===== src/rtl/reg_dump_pkg.sv =====
// Shared types and widths for the register dump engine.
// REG_DUMP_CSUM_EN adds the checksum state to the state type.
package reg_dump_pkg;

    localparam int unsigned REG_IDX_W = 5;
    localparam int unsigned DATA_W    = 32;

`ifdef REG_DUMP_CSUM_EN
    typedef enum logic [2:0] {
        StIdle,
        StFetch,
        StSend,
        StCsum,
        StDone
    } state_e;
`else
    typedef enum logic [2:0] {
        StIdle,
        StFetch,
        StSend,
        StDone
    } state_e;
`endif

endpackage


===== src/rtl/reg_dump_csum.sv =====
// XOR accumulator over the dumped register values.
// Instantiated by reg_dump only when REG_DUMP_CSUM_EN is defined.
module reg_dump_csum
    import reg_dump_pkg::*;
(
    input  logic              clk,
    input  logic              rst,
    input  logic              clear,
    input  logic              update,
    input  logic [DATA_W-1:0] din,
    output logic [DATA_W-1:0] value
);

    logic [DATA_W-1:0] acc_q;

    always_ff @(posedge clk) begin
        if (rst) begin
            acc_q <= '0;
        end else if (clear) begin
            acc_q <= '0;
        end else if (update) begin
            acc_q <= acc_q ^ din;
        end
    end

    assign value = acc_q;

endmodule


===== src/rtl/reg_dump.sv =====
// Debug register dump: walks the register file through one read port and streams
// each value over valid/ready. Optional trailing checksum beat: REG_DUMP_CSUM_EN.
module reg_dump
    import reg_dump_pkg::*;
#(
    parameter int unsigned NUM_REGS = 32,
    parameter int unsigned ADDR_W   = 6
) (
    input  logic                 clk,
    input  logic                 rst,
    input  logic                 start,
    output logic [ADDR_W-1:0]    rd_addr,
    input  logic [DATA_W-1:0]    rd_data,
    output logic                 busy,
    output logic                 hold_wr,
    output logic                 dump_valid,
    input  logic                 dump_ready,
    output logic [DATA_W-1:0]    dump_data,
    output logic [REG_IDX_W-1:0] dump_idx,
    output logic                 dump_last,
    output logic                 done
);

    localparam logic [REG_IDX_W-1:0] LastIdx = REG_IDX_W'(NUM_REGS - 1);

    state_e               state_q, state_d;
    logic [REG_IDX_W-1:0] idx_q, idx_d;
    logic [DATA_W-1:0]    data_q, data_d;
    logic [REG_IDX_W-1:0] didx_q, didx_d;

`ifdef REG_DUMP_CSUM_EN
    logic [DATA_W-1:0] csum_value;

    reg_dump_csum u_csum (
        .clk    (clk),
        .rst    (rst),
        .clear  (state_q == StIdle && start),
        .update (state_q == StSend && dump_ready),
        .din    (data_q),
        .value  (csum_value)
    );
`endif

    always_ff @(posedge clk) begin
        if (rst) begin
            state_q <= StIdle;
            idx_q   <= '0;
            data_q  <= '0;
            didx_q  <= '0;
        end else begin
            state_q <= state_d;
            idx_q   <= idx_d;
            data_q  <= data_d;
            didx_q  <= didx_d;
        end
    end

    always_comb begin
        state_d = state_q;
        idx_d   = idx_q;
        data_d  = data_q;
        didx_d  = didx_q;
        case (state_q)
            StIdle: begin
                if (start) begin
                    idx_d   = '0;
                    state_d = StFetch;
                end
            end
            StFetch: begin
                data_d  = rd_data;
                didx_d  = idx_q;
                state_d = StSend;
            end
            StSend: begin
                if (dump_ready) begin
                    if (idx_q == LastIdx) begin
`ifdef REG_DUMP_CSUM_EN
                        // Accumulator lags one beat; fold in the beat being accepted now.
                        data_d  = csum_value ^ data_q;
                        didx_d  = '1;
                        state_d = StCsum;
`else
                        state_d = StDone;
`endif
                    end else begin
                        idx_d   = idx_q + 1'b1;
                        state_d = StFetch;
                    end
                end
            end
`ifdef REG_DUMP_CSUM_EN
            StCsum: begin
                if (dump_ready) begin
                    state_d = StDone;
                end
            end
`endif
            StDone: begin
                state_d = StIdle;
            end
            default: begin
                state_d = StIdle;
            end
        endcase
    end

    assign rd_addr    = (state_q == StFetch) ? ADDR_W'(idx_q) : '0;
    assign busy       = (state_q != StIdle);
    assign hold_wr    = busy;
    assign dump_data  = data_q;
    assign dump_idx   = didx_q;
    assign done       = (state_q == StDone);

`ifdef REG_DUMP_CSUM_EN
    assign dump_valid = (state_q == StSend) || (state_q == StCsum);
    assign dump_last  = (state_q == StCsum);
`else
    assign dump_valid = (state_q == StSend);
    assign dump_last  = (state_q == StSend) && (idx_q == LastIdx);
`endif

endmodule

===== config.mk =====
export PLATFORM = sky130hd
export DESIGN_NAME = reg_dump
export DESIGN_NICKNAME = d
export VERILOG_FILES = /design/src/rtl/reg_dump_pkg.sv /design/src/rtl/reg_dump_csum.sv /design/src/rtl/reg_dump.sv
export SDC_FILE = /design/constraint.sdc
export NUM_CORES = 1
export LEC_CHECK = 0
export CORE_MARGIN = 3
export CORE_UTILIZATION = 36
export CTS_CLUSTER_DIAMETER = 50
export DETAILED_ROUTE_END_ITERATION = 10
export GPL_ROUTABILITY_DRIVEN = 0
export GPL_TIMING_DRIVEN = 0
export PLACE_DENSITY_LB_ADDON = 0.1
export SLEW_MARGIN = 20
export SYNTH_ARGS = -nofsm -noshare
export SYNTH_HDL_FRONTEND = slang
export SYNTH_SLANG_ARGS = --single-unit
export TNS_END_PERCENT = 10

===== constraint.sdc =====
create_clock -name clk -period 1.65 [get_ports clk]
set_clock_uncertainty 0.15 [all_clocks]
set_input_delay 0.4125 -clock clk [delete_from_list [all_inputs] [get_ports clk]]
set_output_delay 0.4125 -clock clk [all_outputs]
set_load 0.01 [all_outputs]

==> results of run 1 <==
registers in the layout (all words and copies together) (netlist names):
register   cells
idx_q          5
dump_idx       5
state_q        2
dump_data     32
cell families after synthesis:
group                      after synthesis
AOI/OAI and AO/OA                       46
other                                    1
muxes                                    1
DFF                                     44
and+or+nand+nor                         95
buffers and inverters                   23
adders and majority gates                2
report_power, final:
group,leakage [nW],total [mW],switching [mW],internal (mW)
clock network,0.0410,0.625,0.337,0.288
logic,0.867,0.365,0.169,0.197
registers,0.361,1.13,0.0250,1.10
how the worst min path moves through the flow:
stage | to | depth (start not counted) | start | slack, ns
after global placement | dump_data[8] | 2 | dump_data[8] | 0.29
after global routing | dump_data[12] | 2 | dump_data[12] | 0.32
after floorplan | idx_q[4] | 2 | idx_q[4] | 0.31
after CTS | dump_data[13] | 2 | dump_data[13] | 0.30
final | dump_data[20] | 2 | dump_data[20] | 0.30
after detailed placement | dump_data[13] | 2 | dump_data[13] | 0.30
per-layer routing:
metal  vias to the layer above  global-route usage [%]  wire length (µm)
met4                         0                   6.602                72
met2                        56                   26.69              2213
met5                         -                       0                 0
met3                         8                   4.272               380
met1                       756                   17.88              1929
li1                        876                       -                 -
placed cells by master, fill, tap and decap left out, types with 2 or more instances in the layout:
cell              n
a21oi_1          42
buf_2             6
buf_4            11
buf_6             9
clkbuf_1          7
clkbuf_8          5
clkdlybuf4s50_1  34
dfxtp_1          39
dfxtp_4           4
dlygate4sd2_1    38
ha_4              2
inv_1             3
inv_2             3
nand2_1          71
nand2_2           2
nand2_4           3
nand2b_1          2
nand3_1           4
nand4b_1          2
area by class of cell:
| class | instances | area, µm² | share of cell area (%) |
|---|---|---|---|
| multi-input combinational | 145 | 792.0 | 28.56 |
| timing repair buffer | 91 | 828.3 | 29.87 |
| clock inverter | 1 | 5.005 | 0.1805 |
| inverter | 6 | 22.52 | 0.8123 |
| sequential | 44 | 897.1 | 32.36 |
| clock buffer | 6 | 72.57 | 2.617 |
| tap | 52 | 65.06 | 2.347 |
| buffer | 15 | 90.09 | 3.249 |
timing repair:
action                     CTS  global route
resized for setup          101             7
hold buffers                 0             0
setup endpoints to repair   52            14
buffers inserted             9             1
pin swaps                    6             2
critical path: stages, from the launching register on:
cell and delay, ns:
dfxtp_4 0.36, ha_4 0.16, and3_4 0.18, ha_4 0.16
and2_4 0.13, buf_6 0.11
per-stage QoR:
stage / setup slack, ns / power, mW
final: -0.3029 / 2.119
after global routing: -0.3405 / 2.214
after CTS: -0.2989 / 2.139
after detailed placement: -0.4596 / 1.534
after global placement: -0.4676 / 1.530
after floorplan: -0.01649 / 1.319
==> results.json, run 1 <==
{
  "drv_slew": 0,
  "vias": 1696,
  "synthAdderAreaFrac_pct": 1.453,
  "arrival_ns": 1.39,
  "reg2reg_slack_ns": -0.10,
  "synth_common_cells": "nand2_1, dfxtp_1, a21oi_1",
  "async_flop_share_pct": 0,
  "routed_wl_um": 4595,
  "initial_core_util_pct": 38.48,
  "ir_worst_vdd_mv": 0.4452,
  "syn-instance-count": 212,
  "cts_tree": "yes",
  "die_area_um2": 5648,
  "wire_per_inst_um": 12.76,
  "synth_ff_type": "dfxtp_1",
  "drtIter0Drc": 60,
  "cts_buffers": 5,
  "powerDensity_nw_per_um2": 764.2,
  "path_clk_slew_ns": 0.07,
  "antenna_found_initial": 0,
  "fillers": 429,
  "syn_area_um2": 1722,
  "crit_start": "idx_q[1]",
  "synthMuxAreaShare_pct": 0.5814,
  "yosys.area.top_type": "dfxtp_1",
  "final.setup.worst_slack_ns": -0.3029,
  "synth_area_leaders": "dfxtp_1, nand2_1, a21oi_1, buf_4, ha_1",
  "fin_crit_sh_pct": 118.4,
  "dpl.cell_count": 345,
  "synth_area_per_cell_um2": 8.121,
  "grt_max_degree": 13,
  "dpl.hpwl_um": 3142,
  "area_growth_pct": 61.05,
  "synth_top_family_by_area": "simple AND/OR/NAND/NOR gates",
  "grt_overflow": 0,
  "post-route-min-period_ns": 1.953,
  "setup_viol_count_final": 12,
  "drc_errors": 0,
  "synth_compound_area_share_pct": 14.83,
  "antenna_cells": 0,
  "syn-num-nets": 250,
  "path_class": "reg -> out",
  "ioPinCount": 84,
  "grtUsageTotal_pct": 15.45,
  "drtAntennaViolNets": 0,
  "cts-htree-levels": 2,
  "synth_edf_count": 0,
  "utilization_pct": 61.97,
  "synth_top_cell_area_share_pct": 51.16,
  "firstDrtPassIters": 4,
  "critPathCaptureType": "output pin",
  "r2r_start": "idx_q[1]",
  "finalHoldViolations": 0,
  "nets": 346,
  "yosysWarnings": 0,
  "yosysSeqAreaShare_pct": 51.16,
  "grt_pass1_wl_um": 6706,
  "rows": 24,
  "clk_path_buf_depth": 2,
  "cts_root_buf": "clkbuf_8",
  "core_area_um2": 4474,
  "maxCapViolCount": 0,
  "fin_cells": 360,
  "synth-seq-cells": 44,
  "start_kind": "flip-flop",
  "viasPerCell": 4.711,
  "worstReg2RegEnd": "idx_q[3]",
  "finalSetupTns_ns": -1.298,
  "endpoint": "dump_last",
  "die_h_um": 75.16,
  "cp_max_fo": 4,
  "die_w_um": 75.16,
  "timing.hold.ws_ns": 0.2996,
  "reg2regPathDepth": 6,
  "grt_pass1_vias": 1512,
  "port_buffers": 81,
  "violations": "negative setup slack",
  "holdCritPathClass": "reg -> reg",
  "drive_gt1_share_pct": 18.18,
  "fmax_ghz": 0.5121,
  "place_area_um2": 2605,
  "cp_data_required_time_ns": 1.09,
  "synthSimpleGateAreaFrac_pct": 24.56,
  "cts.sinks": 44,
  "yosys.area_share.xor_xnor_pct": 0,
  "rsz0062_at_grt": "true",
  "run_status": "finished with violations",
  "final_area_um2": 2773,
  "p_leak_nw": 1.270,
  "yosysUniqueCellTypes": 28,
  "clk_latency_ns": 0.29,
  "yosys.cell_count.top_type": "nand2_1"
}
Power figures use the tool's default switching activity.
==> run 2, diff against run 1 <==
--- a/config.mk
+++ b/config.mk
@@ -6,7 +6,7 @@
 export NUM_CORES = 1
 export LEC_CHECK = 0
 export CORE_MARGIN = 3
-export CORE_UTILIZATION = 36
+export CORE_UTILIZATION = 43
 export CTS_CLUSTER_DIAMETER = 50
 export DETAILED_ROUTE_END_ITERATION = 10
 export GPL_ROUTABILITY_DRIVEN = 0
==> constraint.sdc (replaced) <==
create_clock -name clk -period 2.45 [get_ports clk]
set_clock_uncertainty 0.15 [all_clocks]
set_input_delay 0.6125 -clock clk [delete_from_list [all_inputs] [get_ports clk]]
set_output_delay 0.6125 -clock clk [all_outputs]
set_load 0.01 [all_outputs]
==> run 2 against run 1 <==
The flow now finishes without violations. Non-clock buffer count down 8. First-iteration DRC count increased by 12%. Worst setup slack improved by 0.37 ns. Critical path depth is the same. Final cell count down 3.3%. Routed wire length fell by 2.2%. Via count fell by 2.4%. Combinational power is 30% lower. Largest power group unchanged.
==> results.json, run 2 (synthesized netlist as in run 1, its figures left out) <==
{
  "clk_path_buf_depth": 2,
  "min_from": "dump_data[16]",
  "powerDensity_nw_per_um2": 537.3,
  "viasPerCell": 4.759,
  "whs_path_depth": 2,
  "ir_worst_vdd_mv": 0.4192,
  "r2r_start": "idx_q[0]",
  "grt_pass1_vias": 1540,
  "fillers": 339,
  "timing.hold.ws_ns": 0.3050,
  "antenna_cells": 0,
  "ioPinCount": 84,
  "drv_slew": 0,
  "final_cell_mix": "nand2_1, clkdlybuf4s50_1, a21oi_1, dfxtp_1",
  "place_area_um2": 2592,
  "cp_max_fo": 6,
  "drive_gt1_share_pct": 8.000,
  "ctsHoldBuffers": 0,
  "cts_buffers": 5,
  "antenna_found_initial": 0,
  "clkPwrFrac_pct": 29.4,
  "holdCritPathClass": "reg -> reg",
  "final_common_cell": "nand2_1",
  "p_seq_share_pct": 52.9,
  "finalHoldViolations": 0,
  "nets": 338,
  "dpl.cell_count": 341,
  "firstDrtPassIters": 4,
  "critPathCaptureType": "output pin",
  "routed_wl_um": 4494,
  "start_kind": "flip-flop",
  "cts_root_buf": "clkbuf_8",
  "min_to": "dump_data[16]",
  "drtIter0Drc": 67,
  "cp_cell_sequence": "ha_1, and3_1, ha_2, and2_1, clkdlybuf4s15_1",
  "internal_power_mw": 1.082,
  "drtAntennaViolNets": 0,
  "drc_errors": 0,
  "fin_cells": 348,
  "clk_latency_ns": 0.29,
  "port_buffers": 81,
  "dpl.hpwl_um": 3386,
  "fmax_ghz": 0.4199,
  "grt_overflow": 0,
  "p_leak_nw": 1.041,
  "cp_slowest_stage_delay_ns": 0.37,
  "die_h_um": 69.28,
  "rows": 22,
  "crit_path_top_delay_cell": "dfxtp_4",
  "final_area_um2": 2674,
  "setup_viol_count_final": 0,
  "swShare_pct": 24.68,
  "fin_crit_sh_pct": 97.20,
  "run_status": "finished clean",
  "vias": 1656,
  "maxCapViolCount": 0,
  "path_clk_slew_ns": 0.08,
  "cts.sinks": 44,
  "die_w_um": 69.28,
  "cp_data_required_time_ns": 1.69,
  "largest_reg_flops": 32,
  "arrival_ns": 1.62,
  "grt_max_degree": 13,
  "cts-htree-levels": 2,
  "grtUsageTotal_pct": 19.64,
  "die_area_um2": 4799,
  "worstReg2RegEnd": "idx_q[3]",
  "wire_per_inst_um": 12.91,
  "cts_tree": "yes",
  "finalSetupTns_ns": 0,
  "core_area_um2": 3771,
  "reg2reg_slack_ns": 0.52,
  "path_class": "reg -> out",
  "post_cts_buffers": 0,
  "grt_pass1_wl_um": 7610,
  "combPwrFrac_pct": 17.7,
  "p_total_mw": 1.437,
  "post-route-min-period_ns": 2.382,
  "reg2regPathDepth": 6,
  "rsz0062_at_grt": "false",
  "initial_core_util_pct": 45.65,
  "p_sw_mw": 0.3545,
  "area_growth_pct": 55.30
}
-- run 2: changes by cell type in the layout (fill, tap and decap cells not counted), sizes merged --
cell           delta
buf              -16
clkdlybuf4s50    +40
dlygate4sd2      -33
clkdlybuf4s15     +1
clkbuf            -1
dlymetal6s2s      +1
-- run 2: power groups by stage --
stage | Combinational, mW | Clock [mW] | Sequential, mW
6_report | 0.254 | 0.423 | 0.760
5_1_grt | 0.277 | 0.463 | 0.764
4_1_cts | 0.257 | 0.435 | 0.760
3_5_place_dp | 0.255 | 0 | 0.778
3_3_place_gp | 0.253 | 0 | 0.776
2_1_floorplan | 0.0985 | 0 | 0.790
-- run 2: critical path, delay by kind of cell, from the launching register on --
kind	cells	cell delay, ns
adders and majority gates	2	0.40
and+or+nand+nor	2	0.32
DFF	1	0.37
buffers and inverters	1	0.22
-- run 2: through the flow --
step	utilization [%]	worst slack, ns
6_report	70.90	0.06850
5_1_grt	70.90	0.001995
4_1_cts	70.80	0.01074
3_5_place_dp	68.75	0.04841
3_3_place_gp	68.75	0.06163
2_1_floorplan	-	0.6006
-- run 2: area by class of cell --
cell class / instances / area, µm² / share of cell area [%]
Sequential cell: 44 / 885.9 / 33.13
Timing Repair Buffer: 81 / 807.0 / 30.18
Multi-Input combinational cell: 145 / 719.4 / 26.91
Buffer: 17 / 101.3 / 3.790
Clock buffer: 6 / 72.57 / 2.714
Tap cell: 48 / 60.06 / 2.246
Inverter: 6 / 22.52 / 0.8423
Clock inverter: 1 / 5.005 / 0.1872
-- run 2: worst max-delay path by stage --
stage | slack, ns | end | from
6_report | 0.07 | dump_last | idx_q[0]
5_1_grt | 0.002 | dump_last | idx_q[0]
4_1_cts | 0.01 | hold_wr | state_q[1]
3_5_place_dp | 0.05 | dump_last | idx_q[0]
3_3_place_gp | 0.06 | dump_last | idx_q[0]
2_1_floorplan | 0.60 | idx_q[3] | idx_q[0]
-- run 2: what timing repair did --
action                                 CTS  global route
gates resized for setup                 10             2
endpoints found under the hold margin    0             0
setup endpoints to repair                6             2
-- run 2: layer usage --
metal | GRT usage [%] | vias to the layer above | part of all wire (%)
met3 | 6.232 | 6 | 6.2
met2 | 32.10 | 54 | 48
li1 | - | 858 | -
met1 | 24.71 | 738 | 45
met4 | 5.857 | 0 | 1.2
met5 | 0 | - | 0
==> run 3, diff against run 2 <==
--- a/config.mk
+++ b/config.mk
@@ -6,7 +6,7 @@
 export NUM_CORES = 1
 export LEC_CHECK = 0
 export CORE_MARGIN = 3
-export CORE_UTILIZATION = 43
+export CORE_UTILIZATION = 40
 export CTS_CLUSTER_DIAMETER = 50
 export DETAILED_ROUTE_END_ITERATION = 10
 export GPL_ROUTABILITY_DRIVEN = 0
==> constraint.sdc (replaced) <==
create_clock -name clk -period 2.24 [get_ports clk]
set_clock_uncertainty 0.15 [all_clocks]
set_input_delay 0.56 -clock clk [delete_from_list [all_inputs] [get_ports clk]]
set_output_delay 0.56 -clock clk [all_outputs]
set_load 0.01 [all_outputs]
==> run 3 against run 2 <==
Sequential cell count stayed put. Sequential share of layout area down 0.58 points. Combinational power increased by 11%. Cell area grew 2.1%. Sequential power increased by 9.1%. Largest cell class unchanged.
==> results.json, run 3 (synthesized netlist as in run 1, its figures left out) <==
{
  "run_status": "finished clean",
  "cts_root_buf": "clkbuf_8",
  "cp_max_fo": 10,
  "arrival_ns": 1.48,
  "fmax_ghz": 0.4565,
  "p_total_mw": 1.683,
  "drtAntennaViolNets": 0,
  "timing.slew.headroom_pct": 65.89,
  "grt_pass1_vias": 1471,
  "vias": 1683,
  "firstDrtPassIters": 4,
  "die_w_um": 71.61,
  "fillers": 368,
  "final.setup.worst_slack_ns": 0.04942,
  "cp_cell_sequence": "buf_6, nor2b_2, buf_4, nand2_1, inv_1, clkdlybuf4s15_1",
  "die_h_um": 71.61,
  "antenna_cells": 0,
  "post-route-min-period_ns": 2.191,
  "routed_wl_um": 4398,
  "cp_slowest_stage_delay_ns": 0.34,
  "grt_max_degree": 13,
  "nets": 341,
  "grt_pass1_wl_um": 6782,
  "start_kind": "flip-flop",
  "largest_reg_flops": 32,
  "final_common_cell": "nand2_1",
  "cts.sinks": 44,
  "viasPerCell": 4.781,
  "path_depth": 6,
  "place_area_um2": 2595,
  "holdCritPathClass": "reg -> reg",
  "reg2regPathDepth": 6,
  "dpl_worst_slack_ns": -0.1038,
  "cts_buffers": 5,
  "antenna_found_initial": 0,
  "path_clk_slew_ns": 0.08,
  "endpoint": "rd_addr[0]",
  "dpl.hpwl_um": 3129,
  "clk_latency_ns": 0.28,
  "crit_family": "buffers and inverters",
  "setup_viol_count_final": 0,
  "ctsHoldBuffers": 0,
  "path_class": "reg -> out",
  "rsz0062_at_grt": "true",
  "reg2reg_slack_ns": 0.27,
  "ioPinCount": 84,
  "worstReg2RegEnd": "idx_q[3]",
  "port_buffers": 81,
  "maxCapViolCount": 0,
  "grt_overflow": 0,
  "cts_tree": "yes",
  "drive_gt1_share_pct": 10.93,
  "r2r_start": "idx_q[0]",
  "fin_crit_sh_pct": 97.79,
  "p_leak_nw": 1.041,
  "rows": 23,
  "final_area_um2": 2729,
  "drv_slew": 0,
  "drtIter0Drc": 63,
  "area_growth_pct": 58.50,
  "die_area_um2": 5127,
  "critical_path_buf_inv_count": 4,
  "ir_worst_vdd_mv": 0.3300,
  "crit_start": "state_q[0]",
  "critPathCaptureType": "output pin",
  "core_area_um2": 4086,
  "drc_errors": 0,
  "grtUsageTotal_pct": 16.52,
  "powerDensity_nw_per_um2": 616.8,
  "crit_path_top_delay_cell": "dfxtp_1",
  "finalHoldViolations": 0,
  "initial_core_util_pct": 42.13,
  "cp_data_required_time_ns": 1.53,
  "cts-htree-levels": 2,
  "final_cell_mix": "nand2_1, clkdlybuf4s50_1, a21oi_1, dfxtp_1, buf_4",
  "wire_per_inst_um": 12.49,
  "tightest_slew_ns": 0.5117,
  "clk_path_buf_depth": 2
}
==> run 3: layout make-up <==
type	count	area (µm²)	share of cell area, %
Buffer	17	105.1	3.851
Clock inverter	1	30.03	1.100
Timing Repair Buffer	84	817.0	29.94
Multi-Input combinational cell	145	734.5	26.91
Clock buffer	5	68.82	2.522
Inverter	6	22.52	0.8253
Tap cell	50	62.56	2.293
Sequential cell	44	888.4	32.55
==> run 3: metrics by stage <==
step / cells / TNS [ns] / utilization, % / hold slack, ns
2_1_floorplan: 212 / 0 / - / 0.3110
3_3_place_gp: 343 / -0.1097 / 63.50 / 0.2907
3_5_place_dp: 343 / -0.1038 / 63.50 / 0.2956
4_1_cts: 349 / 0 / 65.77 / 0.3062
5_1_grt: 352 / -0.07671 / 66.78 / 0.3228
6_report: 352 / 0 / 66.78 / 0.3048
==> run 3: metal layers <==
metal / vias to the layer above / share of wire (%) / track usage [%]
met5: - / 0 / 0
met1: 765 / 45 / 20.23
met2: 50 / 48 / 28.16
li1: 866 / - / -
met4: 0 / 0.50 / 3.758
met3: 2 / 7.1 / 5.470
==> run 3: timing repair <==
item,in CTS,in global routing
pin swaps,0,0
setup endpoints to repair,9,6
gates cloned,0,1
buffers inserted,0,2
gates resized for setup,17,11
endpoints found under the hold margin,0,0
==> run 3: worst min-delay path, stage by stage, from the launching register on <==
cell	delay (ns)
dfxtp_1	0.31
nand2_1	0.05
a21oi_1	0.05
==> run 3: worst min path at each step <==
stage | from | endpoint | slack [ns] | cells after the start
6_report | dump_data[10] | dump_data[10] | 0.30 | 2
5_1_grt | dump_data[27] | dump_data[27] | 0.32 | 2
4_1_cts | dump_data[3] | dump_data[3] | 0.31 | 2
3_5_place_dp | dump_idx[2] | dump_idx[2] | 0.30 | 2
3_3_place_gp | dump_data[10] | dump_data[10] | 0.29 | 2
2_1_floorplan | idx_q[4] | idx_q[4] | 0.31 | 2
==> run 3: report_power, final <==
part | switching [mW] | total (mW) | internal [mW]
clock | 0.252 | 0.572 | 0.320
sequential | 0.0161 | 0.829 | 0.813
combinational | 0.121 | 0.282 | 0.160
